==> config.mk <==
export PLATFORM = sky130hd
export DESIGN_NAME = router_cfg_sequencer
export DESIGN_NICKNAME = d
export VERILOG_FILES = /design/src/rtl/router_cfg_sequencer_pkg.sv /design/src/rtl/router_cfg_sequencer_ctx_mem.sv /design/src/rtl/router_cfg_sequencer.sv
export SDC_FILE = /design/constraint.sdc
export NUM_CORES = 1
export LEC_CHECK = 0
export CORE_AREA = 2 2 183 364
export DETAILED_ROUTE_END_ITERATION = 8
export DIE_AREA = 0 0 185 366
export PLACE_DENSITY = 0.74
export SLEW_MARGIN = 20
export SYNTH_ARGS = -nofsm -noshare
export SYNTH_HDL_FRONTEND = slang
export SYNTH_SLANG_ARGS = --single-unit
==> constraint.sdc <==
create_clock -name clk -period 7.2 [get_ports clk]
set_clock_uncertainty 0.1 [all_clocks]
set_input_delay 2.16 -clock clk [delete_from_list [all_inputs] [get_ports clk]]
set_output_delay 2.16 -clock clk [all_outputs]
set_load 0.02 [all_outputs]
==> src/rtl/router_cfg_sequencer_pkg.sv <==
// Shared types and constants for the router context sequencer: context word
// layout, sequencer states and the unpacked router control word.
package router_cfg_sequencer_pkg;

    localparam int NUM_INPUT_PORTS  = 6;
    localparam int NUM_OUTPUT_PORTS = 7;
    localparam int SEL_W            = NUM_OUTPUT_PORTS * NUM_INPUT_PORTS;
    localparam int CFG_W            = SEL_W + 4 + 4;
    localparam int RB_LSB           = SEL_W;
    localparam int RWEN_LSB         = SEL_W + 4;

    typedef enum logic [1:0] {
        SEQ_IDLE  = 2'd0,
        SEQ_PRIME = 2'd1,
        SEQ_RUN   = 2'd2,
        SEQ_DONE  = 2'd3
    } seq_state_e;

    typedef struct packed {
        logic [3:0]                                      regWEN;
        logic [3:0]                                      regbypass;
        logic [NUM_OUTPUT_PORTS-1:0][NUM_INPUT_PORTS-1:0] sel;
    } RouterCtx;

    // A held word must not be captured twice by the router registers.
    function automatic RouterCtx ctx_mute_wen(input RouterCtx c);
        RouterCtx m;
        m        = c;
        m.regWEN = 4'h0;
        return m;
    endfunction

endpackage

==> src/rtl/router_cfg_sequencer_ctx_mem.sv <==
// Context memory: flop array with one synchronous write port and one
// combinational read port; deliberately not reset.
module router_ctx_mem
    import router_cfg_sequencer_pkg::*;
#(
    parameter int NUM_CTX = 16,
    parameter int LOG_CTX = $clog2(NUM_CTX)
) (
    input  logic               clk,
    input  logic               wr_en,
    input  logic [LOG_CTX-1:0] wr_addr,
    input  logic [CFG_W-1:0]   wr_data,
    input  logic [LOG_CTX-1:0] rd_addr,
    output logic [CFG_W-1:0]   rd_data
);

    logic [CFG_W-1:0] mem_r [NUM_CTX];

    // Write port
    always_ff @(posedge clk) begin
        if (wr_en) begin
            mem_r[wr_addr] <= wr_data;
        end
    end

    assign rd_data = mem_r[rd_addr];

endmodule

==> src/rtl/router_cfg_sequencer.sv <==
// Context sequencer for the tile router: replays stored crossbar/bypass/WEN
// words into the router for a programmed initiation interval and iteration count.
module router_cfg_sequencer
    import router_cfg_sequencer_pkg::*;
#(
    parameter int NUM_CTX = 16,
    parameter int LOG_CTX = $clog2(NUM_CTX)
) (
    input  logic                       clk,
    input  logic                       reset,
    input  logic                       i__cfg_wr_en,
    input  logic [LOG_CTX-1:0]         i__cfg_wr_addr,
    input  logic [CFG_W-1:0]           i__cfg_wr_data,
    input  logic                       i__start,
    input  logic [LOG_CTX:0]           i__ii,
    input  logic [15:0]                i__iter_count,
    input  logic                       i__stall,
    input  logic                       i__stop,
    output logic [NUM_INPUT_PORTS-1:0] o__xbar_sel [NUM_OUTPUT_PORTS-1:0],
    output logic [3:0]                 o__regbypass,
    output logic [3:0]                 o__regWEN,
    output logic [LOG_CTX-1:0]         o__ctx_ptr,
    output logic                       o__busy,
    output logic                       o__done,
    output logic                       o__cfg_err
);

    localparam int II_W = LOG_CTX + 1;

    seq_state_e         state_r, state_nxt_s;
    logic [II_W-1:0]    ii_r, ii_nxt_s;
    logic [15:0]        lim_r, lim_nxt_s, iter_r, iter_nxt_s;
    logic [LOG_CTX-1:0] ptr_r, ptr_nxt_s, ptr_adv_s, rd_addr_s;
    RouterCtx           ctx_r, ctx_nxt_s, ctx_rd_s;
    logic               busy_r, busy_nxt_s, done_r, done_nxt_s, err_r, err_nxt_s;
    logic [CFG_W-1:0]   rd_data_s;
    logic               mem_we_s, ii_ok_s, wrap_s, last_s;

    assign mem_we_s  = i__cfg_wr_en && (state_r == SEQ_IDLE);
    assign ii_ok_s   = (i__ii != II_W'(0)) && (i__ii <= II_W'(NUM_CTX));
    assign wrap_s    = ({1'b0, ptr_r} == (ii_r - II_W'(1)));
    assign last_s    = wrap_s && (lim_r != 16'd0) && (iter_r == (lim_r - 16'd1));
    assign ptr_adv_s = wrap_s ? {LOG_CTX{1'b0}} : (ptr_r + LOG_CTX'(1));
    // PRIME always fetches context 0; RUN pre-fetches the word after the current one.
    assign rd_addr_s = (state_r == SEQ_RUN) ? ptr_adv_s : {LOG_CTX{1'b0}};

    router_ctx_mem #(.NUM_CTX(NUM_CTX), .LOG_CTX(LOG_CTX)) u_ctx_mem (
        .clk     (clk),
        .wr_en   (mem_we_s),
        .wr_addr (i__cfg_wr_addr),
        .wr_data (i__cfg_wr_data),
        .rd_addr (rd_addr_s),
        .rd_data (rd_data_s)
    );

    assign ctx_rd_s.sel       = rd_data_s[SEL_W-1:0];
    assign ctx_rd_s.regbypass = rd_data_s[RB_LSB +: 4];
    assign ctx_rd_s.regWEN    = rd_data_s[RWEN_LSB +: 4];

    // State register
    always_ff @(posedge clk or posedge reset) begin
        if (reset) begin
            state_r <= SEQ_IDLE;
        end else begin
            state_r <= state_nxt_s;
        end
    end

    // Next-state decode; stop outranks stall, stall outranks advance
    always_comb begin
        state_nxt_s = state_r;
        case (state_r)
            SEQ_IDLE: begin
                if (i__start && ii_ok_s) state_nxt_s = SEQ_PRIME;
                else                     state_nxt_s = SEQ_IDLE;
            end
            SEQ_PRIME: begin
                if (i__stop) state_nxt_s = SEQ_IDLE;
                else         state_nxt_s = SEQ_RUN;
            end
            SEQ_RUN: begin
                if (i__stop)       state_nxt_s = SEQ_IDLE;
                else if (i__stall) state_nxt_s = SEQ_RUN;
                else if (last_s)   state_nxt_s = SEQ_DONE;
                else               state_nxt_s = SEQ_RUN;
            end
            SEQ_DONE: state_nxt_s = SEQ_IDLE;
            default:  state_nxt_s = SEQ_IDLE;
        endcase
    end

    // Next values of the datapath and output registers
    always_comb begin
        ii_nxt_s   = ii_r;
        lim_nxt_s  = lim_r;
        iter_nxt_s = iter_r;
        ptr_nxt_s  = {LOG_CTX{1'b0}};
        ctx_nxt_s  = '0;
        busy_nxt_s = 1'b0;
        done_nxt_s = 1'b0;
        err_nxt_s  = 1'b0;
        case (state_r)
            SEQ_IDLE: begin
                if (i__start && ii_ok_s) begin
                    ii_nxt_s   = i__ii;
                    lim_nxt_s  = i__iter_count;
                    iter_nxt_s = 16'd0;
                    busy_nxt_s = 1'b1;
                end else begin
                    err_nxt_s  = i__start;
                end
            end
            SEQ_PRIME: begin
                err_nxt_s = i__cfg_wr_en;
                if (i__stop) begin
                    busy_nxt_s = 1'b0;
                end else begin
                    ctx_nxt_s  = ctx_rd_s;
                    busy_nxt_s = 1'b1;
                end
            end
            SEQ_RUN: begin
                err_nxt_s = i__cfg_wr_en;
                if (i__stop) begin
                    busy_nxt_s = 1'b0;
                end else if (i__stall) begin
                    ptr_nxt_s  = ptr_r;
                    ctx_nxt_s  = ctx_mute_wen(ctx_r);
                    busy_nxt_s = 1'b1;
                end else if (last_s) begin
                    done_nxt_s = 1'b1;
                end else begin
                    ptr_nxt_s  = ptr_adv_s;
                    iter_nxt_s = wrap_s ? (iter_r + 16'd1) : iter_r;
                    ctx_nxt_s  = ctx_rd_s;
                    busy_nxt_s = 1'b1;
                end
            end
            SEQ_DONE: begin
                err_nxt_s = i__cfg_wr_en;
            end
            default: begin
                err_nxt_s = 1'b0;
            end
        endcase
    end

    // Datapath and output registers
    always_ff @(posedge clk or posedge reset) begin
        if (reset) begin
            ii_r   <= II_W'(0);
            lim_r  <= 16'd0;
            iter_r <= 16'd0;
            ptr_r  <= {LOG_CTX{1'b0}};
            ctx_r  <= '0;
            busy_r <= 1'b0;
            done_r <= 1'b0;
            err_r  <= 1'b0;
        end else begin
            ii_r   <= ii_nxt_s;
            lim_r  <= lim_nxt_s;
            iter_r <= iter_nxt_s;
            ptr_r  <= ptr_nxt_s;
            ctx_r  <= ctx_nxt_s;
            busy_r <= busy_nxt_s;
            done_r <= done_nxt_s;
            err_r  <= err_nxt_s;
        end
    end

    // Present the registered word in the router's per-output select shape
    always_comb begin
        for (int j = 0; j < NUM_OUTPUT_PORTS; j++) begin
            o__xbar_sel[j] = ctx_r.sel[j];
        end
    end

    assign o__regbypass = ctx_r.regbypass;
    assign o__regWEN    = ctx_r.regWEN;
    assign o__ctx_ptr   = ptr_r;
    assign o__busy      = busy_r;
    assign o__done      = done_r;
    assign o__cfg_err   = err_r;

endmodule

==> results of run 1 <==
==> cell families (layout without fill, tap and decap cells) <==
| family | Yosys count | in the layout | share of synthesized area (%) |
|---|---|---|---|
| flip-flops | 896 | 896 | 74.8 |
| multiplexers | 110 | 110 | 3.12 |
| adder cells (fa/ha/maj) | 9 | 9 | 0.319 |
| AND/OR/NAND/NOR | 332 | 332 | 4.28 |
| XOR/XNOR | 28 | 28 | 0.694 |
| buffers and inverters | 198 | 346 | 2.24 |
| AO/OA/AOI/OAI | 688 | 688 | 14.5 |
==> registers in the layout (all words and copies together), names as in the netlist <==
register / flops
ii_r: 5
iter_r: 16
lim_r: 16
o__busy: 1
o__cfg_err: 1
o__ctx_ptr: 4
o__done: 1
o__regWEN: 4
o__regbypass: 4
o__xbar_sel: 42
state_r: 2
u_ctx_mem.mem_r: 800
==> per-layer routing <==
layer  global-route usage (%)  up-vias  routed length, um
met4                     14.6        2               5030
li1                         -     9383                  -
met2                     48.6     1436              49900
met1                     33.4    11400              32400
met3                     4.71      301               8290
met5                        0        -                 13
==> through the flow <==
stage | std cells | instance area (um2)
6_report | 3280 | 40300
5_1_grt | 3280 | 40300
4_1_cts | 3279 | 40300
3_5_place_dp | 3140 | 37700
3_3_place_gp | 3140 | 37700
2_1_floorplan | 2261 | 35300
==> report_power, final <==
group	switching, mW	internal, mW	leakage, nW	total [mW]
registers	0.0601	5.75	8.52	5.81
logic	0.286	0.144	2.81	0.431
clock network	1.86	2.48	1.27	4.34
total	2.20	8.37	12.6	10.6
==> final timing paths <==
| kind | from | endpoint | cells past startpoint |
|---|---|---|---|
| hold reg to reg | o__xbar_sel[40] | o__xbar_sel[40] | 1 |
| hold / removal | o__xbar_sel[40] | o__xbar_sel[40] | 1 |
| min in group asynchronous | reset | lim_r[13] | 2 |
| setup / recovery | o__ctx_ptr[0] | o__regWEN[0] | 9 |
| setup reg to reg | o__ctx_ptr[0] | o__regWEN[0] | 9 |
| max in group asynchronous | reset | o__ctx_ptr[0] | 3 |
==> synth_stat cells, types with 22 or more instances <==
master	count	share of area, %
edfxtp_1	800	68
clkbuf_1	150	1.6
nand2_1	145	1.5
a21oi_1	126	1.8
mux2i_1	109	3.1
o221ai_1	98	2.4
dfrtp_1	96	6.8
a221oi_1	95	2.4
o211ai_1	85	1.8
nor2_1	83	0.88
a211oi_1	63	1.3
o2bb2ai_1	42	1.0
a32o_1	41	1.2
o22ai_1	41	0.73
o21ai_0	40	0.57
inv_1	22	0.23
==> worst max-delay path, delay by kind of cell (launching register included) <==
family / cells / cell delay [ps]
fa+ha+maj: 1 / 270
compound gates: 4 / 970
flops: 1 / 880
simple gates: 1 / 840
buf+inv: 2 / 1330
xor+xnor: 1 / 180
==> cell type report <==
type,instances,area share [%]
Clock buffer,94,5.01
Inverter,23,0.223
Clock inverter,45,1.50
Sequential cell,896,65.6
Tap cell,871,2.70
Multi-Input combinational cell,1167,20.6
Timing Repair Buffer,184,4.36
==> impl_metrics.csv, run 1 <==
group,metric,value,unit
logic_synthesis,synth_warnings,0,
routing,avgViaCountPerCell,6.86,
pwr,power,10.6,mW
flow_run,max_cap_viol_count,0,
setup_path,critPathArrivalTime,5180,ps
routing,routed_wl,95600,um
clock_tree,htreeDepth,3,
setup_path,cp-start-kind,"register",
setup_path,critPathMaxFanout,49,
layout,drive_above_1_share,8.47,%
die,core_area,64700,um2
logic_synthesis,syn_area,35300,um2
clock_tree,cts_setup_buffers,0,
min_path,hp-class,"register to register",
logic_synthesis,syn-num-nets,2351,
clock_tree,clk_pin_slew,70,ps
setup_path,crit_path_max_incr_delay,880,ps
sta,worst_pin_slew,1190,ps
grt,grt_pass1_wl,141000,um
sta,slew_viol_final,0,
sta,setup_tns,0,ps
setup_path,cpMostUsedCell,"a211oi_1",
routing,post-route-drc-count,0,
clock_tree,clock-sinks,896,
grt,antenna_found_initial,1,
clock_tree,cts_resized,0,
die,num_rows,132,
sta,timing_hold_violations_final,0,
logic_synthesis,yosysSeqAreaShare,74.8,%
place,pre_cts_ws,1850,ps
setup_path,crit_path_end_kind,"register",
layout,area_growth,14.2,%
logic_synthesis,ys_types,64,
sta,rsz0062_at_grt,"false",
logic_synthesis,synth-edff-count,800,
layout,final_core_util,62.3,%
setup_path,critPathKind,"register to register",
clock_tree,clockRootBuffer,"clkbuf_16",
layout,multi_input_area,8320,um2
layout,diodes,0,
logic_synthesis,async_flop_share,10.7,%
routing,dr_total_vias,22500,
setup_path,crit_slowest_cell,"dfrtp_4",
logic_synthesis,synth_ff_type,"edfxtp_1",
sta,fin_ws,2370,ps
pwr,power_leakage,12.6,nW
clock_tree,clockBufferDepth,3,
sta,whs,421,ps
die,floorplan.io_pins,138,
place,io_buffers,137,
die,dieArea,67700,um2
layout,n_fill_cell,4619,
clock_tree,cts_tree,"yes",
pwr,powerDensity,262,nW/um2
die,die_x,185,um
grt,grt_usage,28.1,%
clock_tree,worst_skew_pair.late_latency,630,ps
logic_synthesis,syn_area_per_cell,15.6,um2
sta,period_share,67.0,%
setup_path,required,7560,ps
place,gp_congestion,0.870,
grt,grt_max_degree,147,
clock_tree,cts_hold_buf,0,
logic_synthesis,ys_seq_elements,896,
clock_tree,numCtsBuffers,75,
layout,layout_common_cells,"800 x edfxtp_1, 140 x nand2_1, 137 x clkdlybuf4s50_1",
layout,regArea,26400,um2
run_status,status,"finished clean",
setup_path,crit_chain,"ha_4 > xor2_4 > buf_4 > buf_4 > nand3_1 > a211oi_1 > a211oi_1 > a211oi_1 > a211oi_1",
pwr,peakVddDrop,0.229,mV
routing,wl_per_cell,29.2,um
logic_synthesis,syn_inst,2261,
routing,ant_nets,0,
die,die_height,366,um
grt,grt_pass1_vias,22700,
sta,relSlewSlack,20.4,%
layout,mostFrequentLayoutCell,"edfxtp_1",
grt,overflow,0,
routing,drt_pre_antenna_iters,6,
routing,drtIter0Drc,2246,
sta,period_needed,4830,ps
sta,setup_viol,0,
setup_path,ff2ff_setup_slack,2370,ps
die,start_util,54.5,%
layout,final_nets,2437,
place,place_hpwl,51000,um
sta,fmax,207,MHz
Note: power is estimated with default switching activity, not from simulation.
==> inputs of run 2 (changes only) <==
--- a/config.mk
+++ b/config.mk
@@ -8,7 +8,7 @@
 export CORE_AREA = 2 2 183 364
 export DETAILED_ROUTE_END_ITERATION = 8
 export DIE_AREA = 0 0 185 366
-export PLACE_DENSITY = 0.74
+export PLACE_DENSITY = 0.77
 export SLEW_MARGIN = 20
 export SYNTH_ARGS = -nofsm -noshare
 export SYNTH_HDL_FRONTEND = slang
==> constraint.sdc (replaced) <==
create_clock -name clk -period 4.14 [get_ports clk]
set_clock_uncertainty 0.1 [all_clocks]
set_input_delay 1.242 -clock clk [delete_from_list [all_inputs] [get_ports clk]]
set_output_delay 1.242 -clock clk [all_outputs]
set_load 0.02 [all_outputs]
==> run 2 against run 1 <==
  * Flip-flop and latch count unchanged
  * Highest routed layer unchanged
  * Non-clock buffer count up 53
  * Utilization up 0.95 points
  * Maximum frequency up 22%
==> impl_metrics.csv, run 2 (same netlist as run 1, synthesis figures left out) <==
group,metric,value,unit
run_status,status,"finished clean",
die,dieArea,67700,um2
sta,timing_hold_violations_final,0,
layout,n_fill_cell,4511,
routing,drt_pre_antenna_iters,8,
grt,grt_max_degree,81,
die,core_area,64700,um2
routing,avgViaCountPerCell,6.88,
die,die_height,366,um
place,dpl_cell_area,38500,um2
layout,mostFrequentLayoutCell,"edfxtp_1",
setup_path,required,4540,ps
clock_tree,clk_pin_slew,70,ps
setup_path,cp-start-kind,"register",
routing,wl_per_cell,29.6,um
routing,dr_total_vias,22900,
sta,period_needed,3970,ps
clock_tree,worst_skew_pair.late_latency,660,ps
place,pre_cts_ws,39.9,ps
clock_tree,htreeDepth,3,
routing,ant_nets,0,
place,place_hpwl,54600,um
layout,largest_reg_flops,800,
grt,antenna_found_initial,6,
layout,postLayoutCellArea,40900,um2
setup_path,critPathKind,"register to register",
layout,final_nets,2488,
grt,grt_pass1_wl,144000,um
routing,drtIter0Drc,2676,
min_path,hp-start,"o__xbar_sel[4]",
place,io_buffers,137,
sta,period_share,95.9,%
sta,slew_viol_final,0,
die,start_util,54.5,%
pwr,peakVddDrop,0.308,mV
clock_tree,numCtsBuffers,73,
pwr,power_leakage,12.9,nW
die,num_rows,132,
sta,setup_viol,0,
layout,drive_above_1_share,9.90,%
die,die_x,185,um
setup_path,cp-startpoint,"lim_r[5]",
sta,worst_pin_slew,986,ps
clock_tree,clockRootBuffer,"clkbuf_16",
pwr,powerDensity,437,nW/um2
min_path,hp-class,"register to register",
grt,grt_usage,29.1,%
clock_tree,clockBufferDepth,3,
sta,fin_ws,169,ps
grt,overflow,0,
setup_path,critPathMaxFanout,11,
clock_tree,clock-sinks,896,
clock_tree,cts_hold_buf,0,
grt,grt_pass1_vias,23400,
die,floorplan.io_pins,138,
layout,area_growth,15.9,%
clock_tree,cts_resized,0,
sta,fmax,252,MHz
setup_path,critPathArrivalTime,4370,ps
layout,layout_common_cells,"800 x edfxtp_1, 140 x nand2_1, 137 x clkdlybuf4s50_1",
setup_path,r2r-start,"lim_r[5]",
layout,largest-register,"u_ctx_mem.mem_r",
place,gp_congestion,0.910,
clock_tree,cts_tree,"yes",
routing,routed_wl,98500,um
setup_path,crit_path_end_kind,"register",
sta,relSlewSlack,33.7,%
flow_run,max_cap_viol_count,0,
routing,post-route-drc-count,0,
clock_tree,cts_setup_buffers,0,
sta,rsz0062_at_grt,"false",
run 2: report_power, final:
| part | internal, mW | leakage (nW) | switching (mW) |
|---|---|---|---|
| clock | 3.86 | 1.15 | 3.15 |
| sequential | 9.99 | 8.52 | 0.0938 |
| combinational | 0.276 | 3.19 | 0.516 |
| total | 14.1 | 12.9 | 3.76 |
run 2: final cells by class:
type	count	area [um2]	share of cell area, %
diodes	3	7.51	0.0183
clock buffers	95	1980	4.84
clock inverters	37	420	1.03
inverters	23	90.1	0.220
multi-input cells	1167	8350	20.4
flip-flops and latches	896	26400	64.6
well taps	871	1090	2.66
repair buffers	237	2560	6.25
run 2: path summary, 6_finish.rpt:
check / cells after the start / slack (ps) / to
hold / removal: 1 / 400 / o__xbar_sel[4]
max in group asynchronous: 3 / 2240 / o__regbypass[0]
setup reg to reg: 8 / 170 / o__regWEN[2]
hold reg to reg: 1 / 400 / o__xbar_sel[4]
min in group asynchronous: 2 / 960 / o__regWEN[0]
setup / recovery: 8 / 170 / o__regWEN[2]
run 2: critical path: stages, from the launching register on:
cell	delay, ps
dfrtp_1	430
or4_1	680
or4_1	570
or3_1	390
a2111oi_0	360
and4b_1	600
nor3_1	90
o21ai_1	480
a211oi_1	110
run 2: per-stage QoR:
step	instances	power, mW	utilization (%)	TNS (ps)	hold WS (ps)
6_report	3329	17.9	63.2	0	400
5_1_grt	3328	18.3	63.2	0	423
4_1_cts	3326	17.9	63.2	0	400
3_5_place_dp	3194	11.1	59.5	0	380
3_3_place_gp	3194	11.0	59.5	0	374
2_1_floorplan	2261	10.6	-	-35530	380
run 2: per-layer routing:
layer  vias up  track usage (%)  part of all wire [%]
met1     11500             34.6                    33
li1       9494                -                     -
met4         2             18.3                   5.7
met2      1590             48.7                    51
met5         -                0                 0.019
met3       329             5.23                    10
